### config.mk
export PLATFORM = sky130hd
export DESIGN_NAME = prv32_mdu
export DESIGN_NICKNAME = d
export VERILOG_FILES = /design/src/rtl/prv32_mdu_pkg.sv /design/src/rtl/prv32_mdu_step.sv /design/src/rtl/prv32_mdu.sv
export SDC_FILE = /design/constraint.sdc
export NUM_CORES = 1
export LEC_CHECK = 0
export CAP_MARGIN = 0
export CORE_MARGIN = 2
export CORE_UTILIZATION = 56
export DETAILED_ROUTE_END_ITERATION = 16
export PLACE_DENSITY = 0.79
export SLEW_MARGIN = 20
export SYNTH_ARGS = -nofsm -noshare
export SYNTH_HDL_FRONTEND = slang
export SYNTH_HIERARCHICAL = 1
export SYNTH_SLANG_ARGS = --single-unit
### constraint.sdc
create_clock -name clk -period 3.5 [get_ports clk]
set_input_delay 0.7 -clock clk [delete_from_list [all_inputs] [get_ports clk]]
set_output_delay 0.7 -clock clk [all_outputs]
set_load 0.05 [all_outputs]
### src/rtl/prv32_mdu_pkg.sv
// Shared encodings and helpers for the RV32M multiply/divide unit.
package prv32_mdu_pkg;

  localparam logic [2:0] F3_MUL    = 3'b000;
  localparam logic [2:0] F3_MULH   = 3'b001;
  localparam logic [2:0] F3_MULHSU = 3'b010;
  localparam logic [2:0] F3_MULHU  = 3'b011;
  localparam logic [2:0] F3_DIV    = 3'b100;
  localparam logic [2:0] F3_DIVU   = 3'b101;
  localparam logic [2:0] F3_REM    = 3'b110;
  localparam logic [2:0] F3_REMU   = 3'b111;

  typedef enum logic [1:0] {
    S_IDLE = 2'd0,
    S_CALC = 2'd1,
    S_DONE = 2'd2
  } state_t;

  // Operation context captured at accept time.
  typedef struct packed {
    logic [2:0] f3;
    logic       neg_quo;
    logic       neg_rem;
  } op_t;

  function automatic logic is_div(input logic [2:0] f3);
    return f3[2];
  endfunction

  function automatic logic op_a_signed(input logic [2:0] f3);
    return (f3 == F3_MULH) || (f3 == F3_MULHSU) || (f3 == F3_DIV) || (f3 == F3_REM);
  endfunction

  function automatic logic op_b_signed(input logic [2:0] f3);
    return (f3 == F3_MULH) || (f3 == F3_DIV) || (f3 == F3_REM);
  endfunction

endpackage

### src/rtl/prv32_mdu_step.sv
// One shift-add multiply or restoring-divide iteration on magnitudes.
// Purely combinational; the caller registers acc_o each cycle.
module prv32_mdu_step #(
  parameter int XLEN = 32
) (
  input  logic                div_i,
  input  logic [2*XLEN-1:0]   acc_i,
  input  logic [XLEN-1:0]     opnd_i,
  output logic [2*XLEN-1:0]   acc_o
);

  logic [XLEN:0]   sum;
  logic [XLEN:0]   shl;
  logic [XLEN-1:0] diff;
  logic            ge;

  always_comb begin
    // Multiply: {hi, multiplier} -- add multiplicand on the low bit, then shift right.
    sum  = {1'b0, acc_i[2*XLEN-1:XLEN]} + (acc_i[0] ? {1'b0, opnd_i} : '0);
    // Divide: {remainder, dividend/quotient} -- shift left and trial-subtract.
    shl  = {acc_i[2*XLEN-1:XLEN], acc_i[XLEN-1]};
    ge   = (shl >= {1'b0, opnd_i});
    diff = shl[XLEN-1:0] - opnd_i;
    if (div_i) begin
      acc_o = {(ge ? diff : shl[XLEN-1:0]), acc_i[XLEN-2:0], ge};
    end else begin
      acc_o = {sum, acc_i[XLEN-1:1]};
    end
  end

endmodule

### src/rtl/prv32_mdu.sv
// Multi-cycle RV32M multiply/divide: XLEN+1 cycles per op, 1 cycle for div-by-zero/overflow.
// Result held with out_valid until out_ready; in_ready only in IDLE; flush kills any op.
module prv32_mdu
  import prv32_mdu_pkg::*;
#(
  parameter int XLEN = 32
) (
  input  logic            clk,
  input  logic            rst_n,
  input  logic            flush,
  input  logic            in_valid,
  output logic            in_ready,
  input  logic [2:0]      funct3,
  input  logic [XLEN-1:0] a,
  input  logic [XLEN-1:0] b,
  output logic            out_valid,
  input  logic            out_ready,
  output logic [XLEN-1:0] result
);

  localparam int CNT_W = $clog2(XLEN) + 1;
  localparam logic [CNT_W-1:0] LAST    = CNT_W'(XLEN);
  localparam logic [XLEN-1:0]  MIN_NEG = {1'b1, {(XLEN-1){1'b0}}};

  state_t              state_q, state_d;
  logic [CNT_W-1:0]    cnt_q, cnt_d;
  logic [2*XLEN-1:0]   acc_q, acc_d;
  logic [XLEN-1:0]     opb_q, opb_d;
  op_t                 op_q, op_d;
  logic [XLEN-1:0]     result_q, result_d;
  logic                out_valid_q, out_valid_d;
  logic                in_ready_q, in_ready_d;

  logic [2*XLEN-1:0]   step_acc;
  logic [2*XLEN-1:0]   prod;
  logic [XLEN-1:0]     quo, rem, a_mag, b_mag;
  logic                a_neg, b_neg;

  prv32_mdu_step #(.XLEN(XLEN)) u_step (
    .div_i  (is_div(op_q.f3)),
    .acc_i  (acc_q),
    .opnd_i (opb_q),
    .acc_o  (step_acc)
  );

  always_comb begin
    state_d     = state_q;
    cnt_d       = cnt_q;
    acc_d       = acc_q;
    opb_d       = opb_q;
    op_d        = op_q;
    result_d    = result_q;
    out_valid_d = out_valid_q;
    in_ready_d  = in_ready_q;

    a_neg = op_a_signed(funct3) && a[XLEN-1];
    b_neg = op_b_signed(funct3) && b[XLEN-1];
    a_mag = a_neg ? -a : a;
    b_mag = b_neg ? -b : b;

    prod = op_q.neg_quo ? -acc_q : acc_q;
    quo  = op_q.neg_quo ? -acc_q[XLEN-1:0] : acc_q[XLEN-1:0];
    rem  = op_q.neg_rem ? -acc_q[2*XLEN-1:XLEN] : acc_q[2*XLEN-1:XLEN];

    case (state_q)
      S_IDLE: begin
        if (in_valid) begin
          state_d    = S_CALC;
          in_ready_d = 1'b0;
          cnt_d      = '0;
          opb_d      = b_mag;
          acc_d      = {{XLEN{1'b0}}, a_mag};
          op_d       = '{f3: funct3, neg_quo: a_neg ^ b_neg, neg_rem: a_neg};
          // Corner cases preload the final quotient/remainder and jump to fix-up.
          if (is_div(funct3) && (b == '0)) begin
            acc_d = {a, {XLEN{1'b1}}};
            op_d  = '{f3: funct3, neg_quo: 1'b0, neg_rem: 1'b0};
            cnt_d = LAST;
          end else if ((funct3 == F3_DIV || funct3 == F3_REM) && a == MIN_NEG && b == '1) begin
            acc_d = {{XLEN{1'b0}}, a};
            op_d  = '{f3: funct3, neg_quo: 1'b0, neg_rem: 1'b0};
            cnt_d = LAST;
          end
        end
      end
      S_CALC: begin
        if (cnt_q == LAST) begin
          state_d     = S_DONE;
          out_valid_d = 1'b1;
          if (op_q.f3 == F3_REM || op_q.f3 == F3_REMU) begin
            result_d = rem;
          end else if (op_q.f3 == F3_DIV || op_q.f3 == F3_DIVU) begin
            result_d = quo;
          end else if (op_q.f3 == F3_MUL) begin
            result_d = prod[XLEN-1:0];
          end else begin
            result_d = prod[2*XLEN-1:XLEN];
          end
        end else begin
          acc_d = step_acc;
          cnt_d = cnt_q + CNT_W'(1);
        end
      end
      S_DONE: begin
        if (out_ready) begin
          state_d     = S_IDLE;
          out_valid_d = 1'b0;
          in_ready_d  = 1'b1;
        end
      end
      default: begin
        state_d     = S_IDLE;
        out_valid_d = 1'b0;
        in_ready_d  = 1'b1;
      end
    endcase

    if (flush) begin
      state_d     = S_IDLE;
      out_valid_d = 1'b0;
      in_ready_d  = 1'b1;
      cnt_d       = '0;
    end
  end

  always_ff @(posedge clk or negedge rst_n) begin
    if (!rst_n) begin
      state_q     <= S_IDLE;
      cnt_q       <= '0;
      acc_q       <= '0;
      opb_q       <= '0;
      op_q        <= '0;
      result_q    <= '0;
      out_valid_q <= 1'b0;
      in_ready_q  <= 1'b1;
    end else begin
      state_q     <= state_d;
      cnt_q       <= cnt_d;
      acc_q       <= acc_d;
      opb_q       <= opb_d;
      op_q        <= op_d;
      result_q    <= result_d;
      out_valid_q <= out_valid_d;
      in_ready_q  <= in_ready_d;
    end
  end

  assign in_ready  = in_ready_q;
  assign out_valid = out_valid_q;
  assign result    = result_q;

endmodule
==> results.json, run 1 <==
{
  "internal-power_mw": 5.75,
  "p_comb_share_pct": 60.7,
  "seq_area_frac_synth_pct": 23.4,
  "drc": 0,
  "power_mw": 10.7,
  "cts_root_buffer": "clkbuf_16",
  "htreeDepth": 4,
  "drt.antenna.violating_nets": 0,
  "avgSynthCellArea_sq_um": 7.54,
  "rows": 60,
  "grt_max_degree": 68,
  "cp_data_arrival_time_ps": 3970,
  "grt_pass1_vias": 16900,
  "tns_ps": -339,
  "final_cell_mix": "231 x buf_4, 226 x nor2_1, 164 x nand2_1",
  "required_ps": 3800,
  "synth_edf_count": 0,
  "synthArstFlopShare_pct": 100,
  "clock_skew_ps": 15.6,
  "p_leak_nw": 7.93,
  "cts_tree": "done",
  "nNetsFinal": 2410,
  "clk-insertion-delay-late_ps": 430,
  "post_drt_via_cell_ratio": 6.93,
  "switching_power_mw": 4.96,
  "core_sq_mm": 0.0270,
  "drive_above_1_share_pct": 18.2,
  "firstDrtPassIters": 7,
  "syn-cell-area_sq_mm": 0.0153,
  "rrSetupSlack_ps": -170,
  "cts_sinks": 143,
  "vias": 18200,
  "cts_buffers": 17,
  "sw_frac_of_total_pct": 46.3,
  "worstMarginPinSlew_ps": 772,
  "fp.dieArea_sq_mm": 0.0287,
  "pwr-share-seq_pct": 21.2,
  "clock_path_buffers": 2,
  "hold_viol_final": 0,
  "num_io_pins": 106,
  "grt_use_total_pct": 43.8,
  "p_per_area_mw_per_mm2": 561,
  "place_ws_ps": -199,
  "synthCells": 2033,
  "fp.dieW_um": 169,
  "wire_per_inst_um": 24.3,
  "seq_area_sq_mm": 0.00358,
  "fin_crit_sh_pct": 105,
  "path_class": "reg -> reg",
  "fmax_mhz": 273,
  "synth-seq-cells": 143,
  "start_util_pct": 56.9,
  "slew_viol_final": 0,
  "syn-num-nets": 2178,
  "worst_slack_ps": -167,
  "slew_headroom_pct": 48.6,
  "period_needed_ps": 3670,
  "hp-class": "in -> async",
  "cp_max_fo": 4,
  "violations": "setup timing",
  "pwr-share-clk_pct": 18.1,
  "finish.utilization_pct": 70.8,
  "fillers": 2195,
  "drt-total-wl_um": 63700,
  "clkTransAtPathRegs_ps": 70,
  "gp_congestion": 1.08,
  "grt_overflow": 0,
  "io_buffers": 105,
  "synthDistinctLibCells": 95,
  "cp-start-kind": "register",
  "yosysWarningCount": 6,
  "antenna_found_initial": 2,
  "status": "complete, but fails checks",
  "multi_input_area_sq_mm": 0.0113,
  "worstSetupEndpointType": "register",
  "fin_hold_ws_ps": 300,
  "hpwl_um": 48400,
  "drt-initial-drc-count": 2669,
  "drv_cap": 0,
  "synthFlopType": "dfrtp_1",
  "setup_viol": 4,
  "die_h_um": 169,
  "final_common_cell": "buf_4",
  "grt_pass1_wl_um": 97200,
  "area_delta_synth_final_pct": 24.5,
  "vdd_drop_max_mv": 0.349,
  "rsz0062_at_grt": "yes"
}
worst paths after layout:
check | startpoint | end | depth (start not counted)
max in group asynchronous | rst_n | in_ready | 2
worst min register to register | result[12] | result[12] | 2
worst min-delay path | rst_n | opb_q[29] | 1
worst max-delay path | acc_q[0] | acc_q[51] | 15
worst max register to register | acc_q[0] | acc_q[51] | 15
min in group clk | result[12] | result[12] | 2
stage by stage:
stage | cells | area, sq um
6_report | 2620 | 19100
5_1_grt | 2619 | 19100
4_1_cts | 2612 | 18700
3_5_place_dp | 2578 | 18000
3_3_place_gp | 2578 | 18000
2_1_floorplan | 2033 | 15400
cell usage after synthesis, types with 13 or more instances:
cell	n	area [sq um]
nor2_1	230	863
nand2_1	167	627
o21ai_0	150	751
a21oi_1	149	746
dfrtp_1	142	3550
clkbuf_1	114	428
xnor2_1	74	648
ha_1	71	888
inv_1	71	267
nor3_1	58	290
a31oi_1	50	313
xor2_1	49	429
nand3_1	46	230
a21o_1	40	300
a221oi_1	39	342
nor4_1	39	244
and2_1	38	238
nand4_1	36	225
or3_1	36	225
mux2_2	34	383
mux2i_1	34	340
o31ai_1	31	233
o41ai_1	25	219
or4_1	24	180
or3_2	16	120
o21a_1	14	105
o22ai_1	14	87.6
or2_2	14	87.6
and3_1	13	81.3
state kept, by name, indices dropped and copies added (netlist names):
signal	cells
acc_q	64
op_q	5
result	32
opb_q	32
cnt_q	6
state_q	2
out_valid	1
in_ready	1
worst max-delay path, cell delays in order, from the launching register on:
cell and delay [ps]:
dfrtp_2 430, and2_4 150, ha_4 160, fa_2 340, a21o_1 200, a211oi_2 210
and4bb_2 300, o211ai_4 270, buf_4 160, nand2_2 60, a21o_1 210, a21o_1 230
a2111oi_4 310, a221oi_2 60, a221oi_1 360, nor2_1 90
power by group through the flow:
stage / Combinational, mW / Sequential [mW] / Clock [mW]
6_report: 6.50 / 2.27 / 1.94
5_1_grt: 6.89 / 2.29 / 2.01
3_3_place_gp: 5.77 / 2.27 / 0
2_1_floorplan: 3.72 / 2.23 / 0
4_1_cts: 5.98 / 2.25 / 1.95
3_5_place_dp: 5.88 / 2.28 / 0
area by class of cell:
class	count	share of cell area [%]
clock inverter	13	0.800
antenna	1	0.0131
inverter	71	1.40
multi-input combinational	1688	59.0
timing repair buffer	344	15.4
clock buffer	19	2.37
sequential	143	18.8
tap	341	2.24
logic make-up (layout without fill, tap and decap cells):
kind of cell,Yosys count,in the layout,share of synthesized area [%]
and+or+nand+nor,786,786,25.8
muxes,68,68,4.72
buffers and inverters,202,447,5.65
DFF,143,143,23.4
AOI/OAI and AO/OA,638,638,27.4
adders and majority gates,73,73,6.06
xor gates and xnor gates,123,123,7.03
other,0,1,0
repair_timing:
item	CTS	global route
hold buffers	0	0
gates resized for setup	16	44
pin swaps	9	22
gates cloned	0	1
setup endpoints to repair	12	30
buffers inserted	2	6
per-layer routing:
metal	vias up	GRT usage [%]	share of wire (%)
met5	-	0	0.019
met4	2	19.2	5.4
met3	259	13.4	13
met2	1303	66.2	42
met1	8538	57.7	39
li1	8064	-	-
(Power assumes the default switching activity.)
==> run 2: changes to the inputs <==
--- a/config.mk
+++ b/config.mk
@@ -10,6 +10,7 @@
 export CORE_UTILIZATION = 56
 export DETAILED_ROUTE_END_ITERATION = 16
 export PLACE_DENSITY = 0.79
+export SKIP_LAST_GASP = 1
 export SLEW_MARGIN = 20
 export SYNTH_ARGS = -nofsm -noshare
 export SYNTH_HDL_FRONTEND = slang
==> results.json, run 2 (same netlist as run 1, synthesis figures left out) <==
{
  "antenna_found_initial": 2,
  "worstSetupEndpointType": "register",
  "drt-met1-wl_um": 25100,
  "ctsHoldBuffers": 0,
  "clkTransAtPathRegs_ps": 70,
  "nNetsFinal": 2410,
  "largest_reg_flops": 64,
  "wire_per_inst_um": 24.3,
  "tns_ps": -372,
  "dr_wl_met3_um": 8290,
  "design_area_sq_mm": 0.0191,
  "rows": 60,
  "r2r-start": "acc_q[0]",
  "rsz0062_at_grt": "yes",
  "cts_root_buffer": "clkbuf_16",
  "setup_viol": 3,
  "cp-start-kind": "register",
  "hold_viol_final": 0,
  "dpl_cell_area_sq_mm": 0.0180,
  "final_cell_mix": "231 x buf_4, 226 x nor2_1, 164 x nand2_1",
  "place_ws_ps": -199,
  "die_h_um": 169,
  "grt_pass1_wl_um": 97200,
  "cts_tree": "done",
  "grt_use_total_pct": 43.8,
  "firstDrtPassIters": 8,
  "critPathLaunch": "acc_q[0]",
  "gp_congestion": 1.08,
  "grt_overflow": 0,
  "path_class": "reg -> reg",
  "dp.cells": 2578,
  "fmax_mhz": 272,
  "p_per_area_mw_per_mm2": 561,
  "grt_max_degree": 68,
  "hpwl_um": 48400,
  "violations": "setup timing",
  "period_needed_ps": 3680,
  "cts_buffers": 17,
  "slew_headroom_pct": 50.0,
  "drc": 0,
  "num_io_pins": 106,
  "fin_crit_sh_pct": 105,
  "io_buffers": 105,
  "cp_data_arrival_time_ps": 3980,
  "regMostFlops": "acc_q",
  "drt-total-wl_um": 63800,
  "hp-class": "in -> async",
  "dr_wl_met2_um": 27000,
  "start_util_pct": 56.9,
  "grt_pass1_vias": 16900,
  "status": "complete, but fails checks",
  "worstMarginPinSlew_ps": 750,
  "clk-insertion-delay-late_ps": 430,
  "final_common_cell": "buf_4",
  "fp.dieW_um": 169,
  "drt-initial-drc-count": 2647,
  "drt.antenna.violating_nets": 0,
  "required_ps": 3800,
  "power_mw": 10.7,
  "worst_slack_ps": -175,
  "htreeDepth": 4,
  "p_leak_nw": 7.93,
  "drv_cap": 0,
  "cts_sinks": 143,
  "fp.dieArea_sq_mm": 0.0287,
  "fin_hold_ws_ps": 304,
  "core_sq_mm": 0.0270,
  "drive_above_1_share_pct": 18.2,
  "vias": 18200,
  "clock_skew_ps": 16.5,
  "slew_viol_final": 0,
  "clock_path_buffers": 2,
  "maxUsedRoutingLayer": "met5",
  "finish.utilization_pct": 70.7,
  "post_drt_via_cell_ratio": 6.95,
  "area_delta_synth_final_pct": 24.4,
  "cp_max_fo": 4,
  "vdd_drop_max_mv": 0.350,
  "fin_cells": 2620
}
-- run 2: changes by cell type in the layout (fill, tap and decap cells not counted) --
cell,delta
o31ai_2,+1
a31oi_4,-1
o31ai_4,-1
a31oi_2,+1
-- run 2: final cells by class --
cell class / instances / area [sq um]
diodes: 1 / 2.50
clock buffers: 19 / 453
clock inverters: 13 / 153
fillers: 2196 / 7890
inverters: 71 / 267
multi-input cells: 1688 / 11200
flip-flops and latches: 143 / 3580
well taps: 341 / 427
repair buffers: 344 / 2930
-- run 2: final timing paths --
path                              end  slack (ps)  depth (start not counted)
hold reg to reg            result[12]         480                          2
setup reg to reg            acc_q[51]        -180                         15
max in group asynchronous    in_ready        2380                          2
hold / removal              opb_q[29]         300                          1
setup / recovery            acc_q[51]        -180                         15
min in group clk           result[12]         480                          2
-- run 2: worst max-delay path, cell delays in order, from the launching register on --
cell,delay [ps]
dfrtp_2,430
and2_4,150
ha_4,160
fa_2,340
a21o_1,200
a211oi_2,210
and4bb_2,300
o211ai_4,270
buf_4,160
nand2_2,60
a21o_1,210
a21o_1,230
a2111oi_4,310
a221oi_2,70
a221oi_1,350
nor2_1,90
-- run 2: power breakdown --
group          leakage [nW]  switching (mW)  internal, mW
combinational          5.85            3.74          2.74
clock                 0.293           0.843          1.11
sequential             1.78           0.369          1.90
total                  7.93            4.95          5.74
-- run 2: repair_timing --
action | CTS | global route
gates resized for setup | 16 | 42
buffers inserted | 2 | 6
setup endpoints to repair | 12 | 30
endpoints found under the hold margin | 0 | 0
pin swaps | 9 | 22
gates cloned | 0 | 1
-- run 2: layer usage --
metal,GRT usage [%],vias to the layer above
met5,0,-
met4,19.2,2
met2,66.2,1281
met3,13.4,245
li1,-,8068
met1,57.7,8609
